$ cat src/rtl/core_pkg.sv
// Shared types and constants for the single-cycle RISC-V core front end.
// Holds the PC-unit state encoding and the target alignment helper.
package core_pkg;

  typedef enum logic [1:0] {
    BOOT = 2'b00,
    RUN  = 2'b01,
    HALT = 2'b10
  } pc_state_t;

  localparam logic [31:0] DEFAULT_RESET_VECTOR = 32'h0000_0000;
  localparam int unsigned INSTR_BYTES_RV32     = 4;

  // Only the two LSBs matter: 2-byte steps need bit 0 clear, 4-byte steps need both clear.
  function automatic logic is_misaligned(input logic [1:0] lsbs, input int unsigned instr_bytes);
    return (instr_bytes == 2) ? lsbs[0] : (lsbs != 2'b00);
  endfunction

endpackage

$ cat src/rtl/sat_counter.sv
// Saturating up-counter with synchronous clear; sticks at all-ones instead of wrapping.
module sat_counter #(
  parameter int unsigned WIDTH = 32
) (
  input  logic             clk,
  input  logic             reset,
  input  logic             inc,
  input  logic             clr,
  output logic [WIDTH-1:0] count
);

  logic [WIDTH-1:0] count_q;
  logic [WIDTH-1:0] count_d;

  always_comb begin
    count_d = count_q;
    if (clr) begin
      count_d = '0;
    end else if (inc && (count_q != {WIDTH{1'b1}})) begin
      count_d = count_q + WIDTH'(1);
    end
  end

  // NOTE: clocked state uses <= so every flop samples pre-edge values; combinational blocks use =.
  always_ff @(posedge clk or posedge reset) begin
    if (reset) count_q <= '0;
    else       count_q <= count_d;
  end

  assign count = count_q;

endmodule

$ cat src/rtl/pc_unit.sv
// Program-counter unit: BOOT/RUN/HALT FSM, next-PC selection, sticky misalignment flag
// and a saturating count of accepted fetches.
module pc_unit
  import core_pkg::*;
#(
  parameter int unsigned          XLEN         = 32,
  parameter logic [XLEN-1:0]      RESET_VECTOR = XLEN'(DEFAULT_RESET_VECTOR),
  parameter int unsigned          INSTR_BYTES  = INSTR_BYTES_RV32,
  parameter int unsigned          CNT_WIDTH    = 32
) (
  input  logic                 clk,
  input  logic                 reset,
  input  logic                 stall,
  input  logic                 redirect_valid,
  input  logic [XLEN-1:0]      redirect_target,
  input  logic                 halt_req,
  input  logic                 resume,
  output logic [XLEN-1:0]      pc,
  output logic [XLEN-1:0]      pc_next_seq,
  output logic                 fetch_valid,
  output logic                 misaligned,
  output logic                 halted,
  output logic [CNT_WIDTH-1:0] fetch_count
);

  pc_state_t       state_q, state_d;
  logic [XLEN-1:0] pc_q, pc_d;
  logic            mis_q, mis_d;
  logic            fetch_inc;
  logic            target_bad;

  assign pc_next_seq = pc_q + XLEN'(INSTR_BYTES);
  assign target_bad  = is_misaligned(redirect_target[1:0], INSTR_BYTES);

  // NOTE: every signal gets a default before the case so no path leaves it unassigned (no latch).
  always_comb begin
    state_d   = state_q;
    pc_d      = pc_q;
    mis_d     = mis_q;
    fetch_inc = 1'b0;
    case (state_q)
      BOOT: state_d = RUN;
      RUN: begin
        if (halt_req) begin
          state_d = HALT;
        end else if (redirect_valid && target_bad) begin
          mis_d   = 1'b1;
          state_d = HALT;
        end else if (redirect_valid) begin
          // A taken redirect flushes, so it beats stall.
          pc_d      = redirect_target;
          fetch_inc = 1'b1;
        end else if (!stall) begin
          pc_d      = pc_next_seq;
          fetch_inc = 1'b1;
        end
      end
      HALT: begin
        if (resume) begin
          if (!redirect_valid) begin
            state_d = RUN;
            mis_d   = 1'b0;
          end else if (!target_bad) begin
            pc_d    = redirect_target;
            state_d = RUN;
            mis_d   = 1'b0;
          end
        end
      end
      default: state_d = BOOT;
    endcase
  end

  always_ff @(posedge clk or posedge reset) begin
    if (reset) begin
      state_q <= BOOT;
      pc_q    <= RESET_VECTOR;
      mis_q   <= 1'b0;
    end else begin
      state_q <= state_d;
      pc_q    <= pc_d;
      mis_q   <= mis_d;
    end
  end

  sat_counter #(.WIDTH(CNT_WIDTH)) u_fetch_cnt (
    .clk   (clk),
    .reset (reset),
    .inc   (fetch_inc),
    .clr   (1'b0),
    .count (fetch_count)
  );

  assign pc          = pc_q;
  assign fetch_valid = (state_q == RUN);
  assign halted      = (state_q == HALT);
  assign misaligned  = mis_q;

endmodule

$ cat config.mk
export PLATFORM = sky130hd
export DESIGN_NAME = pc_unit
export DESIGN_NICKNAME = d
export VERILOG_FILES = /design/src/rtl/core_pkg.sv /design/src/rtl/sat_counter.sv /design/src/rtl/pc_unit.sv
export SDC_FILE = /design/constraint.sdc
export NUM_CORES = 1
export LEC_CHECK = 0
export CORE_MARGIN = 5
export CORE_UTILIZATION = 42
export DETAILED_ROUTE_END_ITERATION = 8
export PLACE_DENSITY = 0.77
export REMOVE_ABC_BUFFERS = 1
export SYNTH_ARGS = -nofsm -noshare
export SYNTH_HDL_FRONTEND = slang
export SYNTH_SLANG_ARGS = --single-unit
$ cat constraint.sdc
create_clock -name clk -period 1.9 [get_ports clk]
set_input_delay 0.38 -clock clk [delete_from_list [all_inputs] [get_ports clk]]
set_output_delay 0.38 -clock clk [all_outputs]
set_load 0.01 [all_outputs]
Word level (Yosys, flattened, before mapping)
Index checks and enable logic that the tools add are counted.
{"block": "word_totals", "latch_bits": 0, "romBits": 0, "memories": 0, "out_inout_bits": 99, "reg_bits": 67, "ramBits": 0, "elab_cells": 51}
{"block": "classes", "muxes": 25, "magnitude_cmp": 0, "n_mul": 0, "div": 0, "reduce_logical": 8, "addsub": 2, "bitwise_logic": 0, "eq_ne": 12, "shift": 0}
{"cell": "two-way mux 32 bit", "count": 7}
{"cell": "case mux 32 bit (2 select lines)", "count": 1}
{"cell": "adder 32 x 1 -> 32 bit, second input constant", "count": 1}
{"cell": "adder 32 x 3 -> 32 bit, second input constant", "count": 1}
{"cell": "!= test 32 bit, second input constant", "count": 1}
{"cell": "two-way mux 1 bit", "count": 10}
{"cell": "two-way mux 2 bit", "count": 5}
{"cell": "!= test 2 bit, second input constant", "count": 5}
{"cell": "AND reduction 7 bit", "count": 1}
{"cell": "!= test 3 bit, second input constant", "count": 2}
{"cell": "case mux 2 bit (3 select lines)", "count": 1}
{"cell": "AND reduction 5 bit", "count": 1}
{"cell": "nonzero test 2 bit", "count": 2}
{"cell": "!= test 3 x 2 -> 1 bit, second input constant", "count": 1}
{"cell": "AND reduction 3 bit", "count": 1}
{"cell": "equality test 2 x 1 -> 1 bit, second input constant", "count": 1}
{"cell": "equality test 2 bit, second input constant", "count": 1}
{"cell": "logical AND 1 bit", "count": 2}
{"cell": "logical NOT 2 bit", "count": 1}
{"cell": "!= test 2 x 1 -> 1 bit, second input constant", "count": 1}
{"cell": "case mux 1 bit (2 select lines)", "count": 1}

Depth between registers and ports, before layout
Gate-level depths: netlist of the first run.
{"block": "depth", "depth_word": 6, "depth_mapped": 7, "depth_no_buf": 6}

Modules after synthesis
A second synthesis of the first run with hierarchy kept.
{"block": "hier_totals", "cells_unflattened": 479, "area_unflattened_um2": 4209.0}
{"module": "pc_unit", "instances": 1, "seq_area_each_um2": 875.8, "area_each_um2": 2468.6, "cells_per_inst": 293}
{"module": "sat_counter", "instances": 1, "seq_area_each_um2": 800.8, "area_each_um2": 1740.4, "cells_per_inst": 186}

Worst setup path after synthesis of the first run
OpenSTA, ideal clock, no wires.
{"block": "synth_timing", "path_type": "reg2reg", "start": "register u_fetch_cnt.count_q[0], in the netlist u_fetch_cnt.count[0]", "end": "register u_fetch_cnt.count_q[30], in the netlist u_fetch_cnt.count[30]", "arrival_time_ps": 1955, "path_slack_ps": -181, "required_time_ps": 1774, "path_buffers": 0, "stages_incl_launch_ff": 7, "path_cell_list": "dfrtp_1 -> ha_1 -> nand4_4 -> or4_4 -> a211oi_4 -> nand4_1 -> xnor2_1"}
{"block": "synth_between", "elab_chain_cells": 2}
{"element": "from (decl)", "line": "sat_counter.sv:12", "text": "logic [WIDTH-1:0] count_q;"}
{"element": "from (signal assigned)", "line": "sat_counter.sv:27", "text": "else count_q <= count_d;"}
{"element": "parallel branches: the longest is 2 deep, another holds adder 32 x 1 -> 32 bit"}
Several ways; the timed one is not identified.
A chain may end at the register's enable or synchronous reset.

Worst setup path in the final report of the first run
{"block": "layout_timing", "start": "register pc_q[6], in the netlist pc[6]", "end": "output port pc_next_seq[25]"}
{"block": "layout_between", "elab_chain_cells": 1}
{"element": "from (decl)", "line": "pc_unit.sv:27", "text": "logic [XLEN-1:0] pc_q, pc_d;"}
{"element": "from (signal assigned)", "line": "pc_unit.sv:81", "text": "pc_q <= pc_d;"}
{"element": "adder 32 x 3 -> 32 bit", "line": "pc_unit.sv:32", "text": "assign pc_next_seq = pc_q + XLEN'(INSTR_BYTES);"}
{"element": "to (decl)", "line": "pc_unit.sv:19", "text": "output logic [XLEN-1:0] pc_next_seq,"}
No other way between the ends.

==> results_dict.tcl, run 1 <==
set metrics [dict create \
    status "finished, violations left" \
    violations "negative setup slack" \
    drc_errors 0 \
    min_period_over_period_pct 127 \
    antenna_left 0 \
    start_util_pct 42.5 \
    crit_fanout 4 \
    utilization_pct 77.9 \
    netlist_area_mm2 0.00410 \
    die_x_um 109 \
    critPathKind "register to primary output" \
    grt.overflow.total 0 \
    synth_area_per_cell_um2 9.57 \
    p_int_mw 5.32 \
    cp_data_required_time_ns 1.52 \
    p_total_mw 8.77 \
    start_kind "register" \
    async_reset_ff_share_pct 100 \
    fin_ws_ns -0.521 \
    final_common_cell "buf_4" \
    cts_buffer_depth 2 \
    finalSetupViolations 31 \
    diodes 0 \
    yosys_warnings 0 \
    clock_skew_ns 0.00869 \
    worst_ep_arrival_time_ns 2.04 \
    via_per_inst 5.58 \
    dpl_worst_slack_ns -0.447 \
    totalWireLength_mm 16.2 \
    synth_cell_types 59 \
    yosysSeqAreaShare_pct 40.9 \
    final_cell_mix "buf_4 (127), clkdlybuf4s50_1 (96), dfrtp_1 (62), nand2_1 (32), buf_6 (30)" \
    fin_nets 756 \
    final_layout_size_suffix_gt1_share_pct 41.3 \
    seq_power_share_pct 24.7 \
    first_pass_iters 5 \
    hold_class "input pin to async pin" \
    dieArea_mm2 0.0118 \
    clock_latency_ns 0.34 \
    grt_max_degree 68 \
    drv_cap 0 \
    cts_root_buf "clkbuf_8" \
    globalRouteTotalUtil_pct 24.6 \
    antenna_found_initial 0 \
    die_h_um 109 \
    dp_hpwl_mm 10.2 \
    grt_pass1_wl_mm 23.1 \
    io_pins 137 \
    fin_crit_ns 2.42 \
    finalMaxSlewViolations 0 \
    comb_power_share_pct 59.7 \
    rows 36 \
    p_per_area_mw_per_mm2 1170 \
    vdd_ir_drop_max_mv 0.569 \
    relSlewSlack_pct 74.6 \
    ys_ff_latch 67 \
    endpoint_kind "primary output" \
    fmax_ghz 0.413 \
    areaGrowthSynthToFinish_pct 83.3 \
    vias 4766 \
    clk_pin_slew_worst_paths_ns 0.08 \
    cts-buffers-inserted 9 \
    synth_edf_count 0 \
    switching_share_pct 39.3 \
    drtIter0Drc 283 \
    cts.sinks 67 \
    gp_congestion 0.951 \
    p_leak_nw 3.40 \
    hold_viol_final 0 \
    grt_pass1_vias 4737 \
    cts_tree "built" \
    synthCells 428 \
    htree_levels 3 \
    synth_flop_cell "dfrtp_1" \
    core_area_mm2 0.00964 \
    clkPwrFrac_pct 15.6 \
    wl_per_cell_um 18.9 \
    io_buffer_count 136 \
    tightest_slew_ns 0.382 \
    rsz0062_at_grt "true" \
    p_switching_mw 3.45 \
]
worst max-delay path, cell delays in order (launching register included):
cell     delay [ns]
dfrtp_1        0.44
nand4_4        0.18
nor4_4         0.31
buf_4          0.16
buf_6          0.10
nand4_1        0.13
xnor2_1        0.21
buf_2          0.16
layout make-up:
cell class / count / area [um2]
clock inverters: 4 / 72.6
clock buffers: 12 / 155
well taps: 133 / 166
repair buffers: 297 / 2620
fillers: 626 / 2130
inverters: 7 / 26.3
multi-input cells: 334 / 2790
flip-flops and latches: 67 / 1680
state kept, by name (all words and copies together) (netlist names):
signal	cells
pc	32
misaligned	1
u_fetch_cnt.count	32
state_q	2
synth_stat cells, types with 4 or more instances:
cell type	number	area (um2)
dfrtp_1	67	1680
xnor2_1	42	368
nand2_1	38	143
nand4_1	28	175
nor2_1	28	105
nand3_1	27	135
o21ai_0	18	90.1
xor2_1	17	149
a21oi_1	15	75.1
mux2i_1	11	110
and4_1	10	87.6
and3_1	9	56.3
buf_2	9	45.0
o22a_1	9	78.8
and2_1	8	50.1
a22oi_1	7	52.6
inv_1	7	26.3
o22ai_1	7	43.8
a2bb2oi_1	6	52.6
clkbuf_1	6	22.5
or2_2	4	25.0
power groups by stage:
stage | logic, mW | registers, mW | clock network, mW
finish | 5.23 | 2.17 | 1.37
global route | 5.55 | 2.21 | 1.44
CTS | 4.77 | 2.12 | 1.37
detailed placement | 4.70 | 2.12 | 0
global placement | 4.61 | 2.08 | 0
floorplan | 1.47 | 2.54 | 0
cell families after synthesis:
group | synth area share, %
compound gates | 14.1
xor+xnor | 12.6
fa+ha+maj | 0.611
buf+inv | 3.14
flops | 40.9
mux | 2.96
simple gates | 25.6
what timing repair did:
item	CTS	global route
hold buffers	0	0
buffers inserted	26	33
resized for setup	174	81
pin swaps	29	44
setup endpoints to repair	43	87
cloned	0	0
final timing paths:
| check | start | endpoint | slack (ns) | cells past startpoint |
|---|---|---|---|---|
| setup / recovery | pc[6] | pc_next_seq[25] | -0.52 | 7 |
| hold / removal | reset | u_fetch_cnt.count[6] | 0.42 | 3 |
| setup reg to reg | pc[6] | pc[27] | -0.11 | 8 |
| hold reg to reg | u_fetch_cnt.count[31] | u_fetch_cnt.count[31] | 0.52 | 1 |
| max in group asynchronous | reset | state_q[0] | 1.14 | 3 |
| min in group clk | u_fetch_cnt.count[31] | u_fetch_cnt.count[31] | 0.52 | 1 |
per-layer routing:
metal  part of all wire [%]  track usage, %  vias up
li1                       -               -     2150
met1                     39            29.4     2332
met2                     51            43.4      246
met3                    7.6            4.97       38
met4                    2.5            9.29        0
met5                      0               0        -
metrics by stage:
stage                     TNS [ns]  instance area [um2]  hold slack (ns)  std cells
after global placement      -18.95                 6460            0.484        792
after floorplan             -39.80                 4000            0.516        408
after detailed placement    -24.08                 6460            0.506        792
final                        -8.27                 7510            0.423        854
after CTS                    -6.88                 7030            0.450        834
after global routing        -12.52                 7510            0.489        854
No activity file was read; power rests on OpenSTA's default activity.
==> run 2, diff against run 1 <==
--- a/config.mk
+++ b/config.mk
@@ -10,6 +10,7 @@
 export DETAILED_ROUTE_END_ITERATION = 8
 export PLACE_DENSITY = 0.77
 export REMOVE_ABC_BUFFERS = 1
+export SLEW_MARGIN = 0
 export SYNTH_ARGS = -nofsm -noshare
 export SYNTH_HDL_FRONTEND = slang
 export SYNTH_SLANG_ARGS = --single-unit
==> results of run 2 <==
Same layout as run 1: the final DEF is identical, and so are final timing and power.
==> run 3, diff against run 2 <==
--- a/config.mk
+++ b/config.mk
@@ -5,6 +5,7 @@
 export SDC_FILE = /design/constraint.sdc
 export NUM_CORES = 1
 export LEC_CHECK = 0
+export CAP_MARGIN = 20
 export CORE_MARGIN = 5
 export CORE_UTILIZATION = 42
 export DETAILED_ROUTE_END_ITERATION = 8
==> constraint.sdc (replaced) <==
create_clock -name clk -period 2.1 [get_ports clk]
set_input_delay 0.42 -clock clk [delete_from_list [all_inputs] [get_ports clk]]
set_output_delay 0.42 -clock clk [all_outputs]
set_load 0.01 [all_outputs]
==> results_dict.tcl, run 3 (same netlist as run 1, synthesis figures left out) <==
set metrics [dict create \
    p_per_area_mw_per_mm2 1040 \
    globalRouteTotalUtil_pct 23.6 \
    io_pins 137 \
    fmax_ghz 0.414 \
    totalWireLength_mm 14.5 \
    p_leak_nw 3.08 \
    hold_viol_final 0 \
    dieArea_mm2 0.0118 \
    vdd_ir_drop_max_mv 0.530 \
    clock_latency_ns 0.34 \
    wl_per_cell_um 17.7 \
    start_util_pct 42.5 \
    tightest_slew_ns 0.448 \
    areaGrowthSynthToFinish_pct 69.7 \
    hold_class "input pin to async pin" \
    finalMaxSlewViolations 0 \
    fin_crit_ns 2.41 \
    crit_fanout 6 \
    reg2reg_setup_slack_ns 0.03 \
    ctsHoldBuffers 0 \
    htree_levels 3 \
    gp_congestion 0.957 \
    antenna_left 0 \
    final_common_cell "buf_4" \
    cts.sinks 67 \
    violations "negative setup slack" \
    grt.overflow.total 0 \
    critPathKind "register to primary output" \
    rsz0062_at_grt "true" \
    diodes 0 \
    rows 36 \
    io_buffer_count 136 \
    grt_max_degree 68 \
    dp_hpwl_mm 9.75 \
    setup_tns_ns -3.93 \
    via_per_inst 5.42 \
    p_total_mw 7.27 \
    fin_ws_ns -0.314 \
    cts_root_buf "clkbuf_8" \
    cts-buffers-inserted 9 \
    critPathLaunch "pc[2]" \
    clock_skew_ns 0.00691 \
    cp_data_required_time_ns 1.68 \
    start_kind "register" \
    final_cell_mix "buf_4 (111), clkdlybuf4s50_1 (107), dfrtp_1 (66), nand2_1 (33), xnor2_1 (30)" \
    grt_pass1_vias 4424 \
    first_pass_iters 5 \
    cts_tree "built" \
    utilization_pct 72.2 \
    drv_cap 0 \
    clk_pin_slew_worst_paths_ns 0.07 \
    die_h_um 109 \
    cts_buffer_depth 2 \
    worst_ep_arrival_time_ns 1.99 \
    min_period_over_period_pct 115 \
    hold_slack_ns 0.486 \
    relSlewSlack_pct 69.9 \
    grt_pass1_wl_mm 22.1 \
    finalSetupViolations 21 \
    fin_nets 724 \
    core_area_mm2 0.00964 \
    final_layout_size_suffix_gt1_share_pct 34.5 \
    die_x_um 109 \
    status "finished, violations left" \
    drtIter0Drc 175 \
    endpoint_kind "primary output" \
    drc_errors 0 \
    vias 4443 \
    r2r-start "pc[2]" \
    antenna_found_initial 0 \
]
[run 3: final cells by class]
cell class,count,area (um2)
fill,701,2680
clock buffer,11,141
tap,133,166
inverter,7,26.3
sequential,67,1680
multi-input combinational,334,2600
clock inverter,3,40.0
timing repair buffer,265,2300
[run 3: where the power goes]
part / internal [mW] / switching (mW) / leakage, nW
logic: 2.22 / 2.09 / 2.14
clock network: 0.564 / 0.459 / 0.0950
registers: 1.63 / 0.294 / 0.846
[run 3: worst max-delay path, stage by stage, from the launching register on]
cell     delay (ns)
dfrtp_1        0.38
nand4_1        0.19
nor4_4         0.36
buf_6          0.17
buf_6          0.10
nand4_1        0.12
xnor2_1        0.18
buf_2          0.15
[run 3: final timing paths]
| path | endpoint | depth (start not counted) |
|---|---|---|
| setup / recovery | pc_next_seq[25] | 7 |
| hold / removal | u_fetch_cnt.count[4] | 3 |
| setup reg to reg | pc[27] | 10 |
| hold reg to reg | u_fetch_cnt.count[31] | 1 |
| max in group asynchronous | state_q[1] | 3 |
| min in group clk | u_fetch_cnt.count[31] | 1 |
[run 3: through the flow]
step                      std cells  instance area [um2]  setup slack, ns
final                           820                 6960           -0.314
after global routing            820                 6960           -0.424
after CTS                       807                 6650           -0.306
after detailed placement        767                 6260           -0.299
after global placement          767                 6260           -0.238
after floorplan                 408                 4000           -0.834
[run 3: routing by layer]
metal | track usage (%) | part of all wire (%) | vias up
met1 | 28.8 | 41 | 2128
met4 | 8.84 | 2.6 | 0
met3 | 5.62 | 6.6 | 41
li1 | - | - | 2077
met5 | 0 | 0 | -
met2 | 40.2 | 50 | 197
[run 3: what timing repair did]
item                                   CTS  global route
pin swaps                               18            26
endpoints found under the hold margin    0             0
setup endpoints to repair               29            36
gates resized for setup                128            54
buffers inserted                        26            18
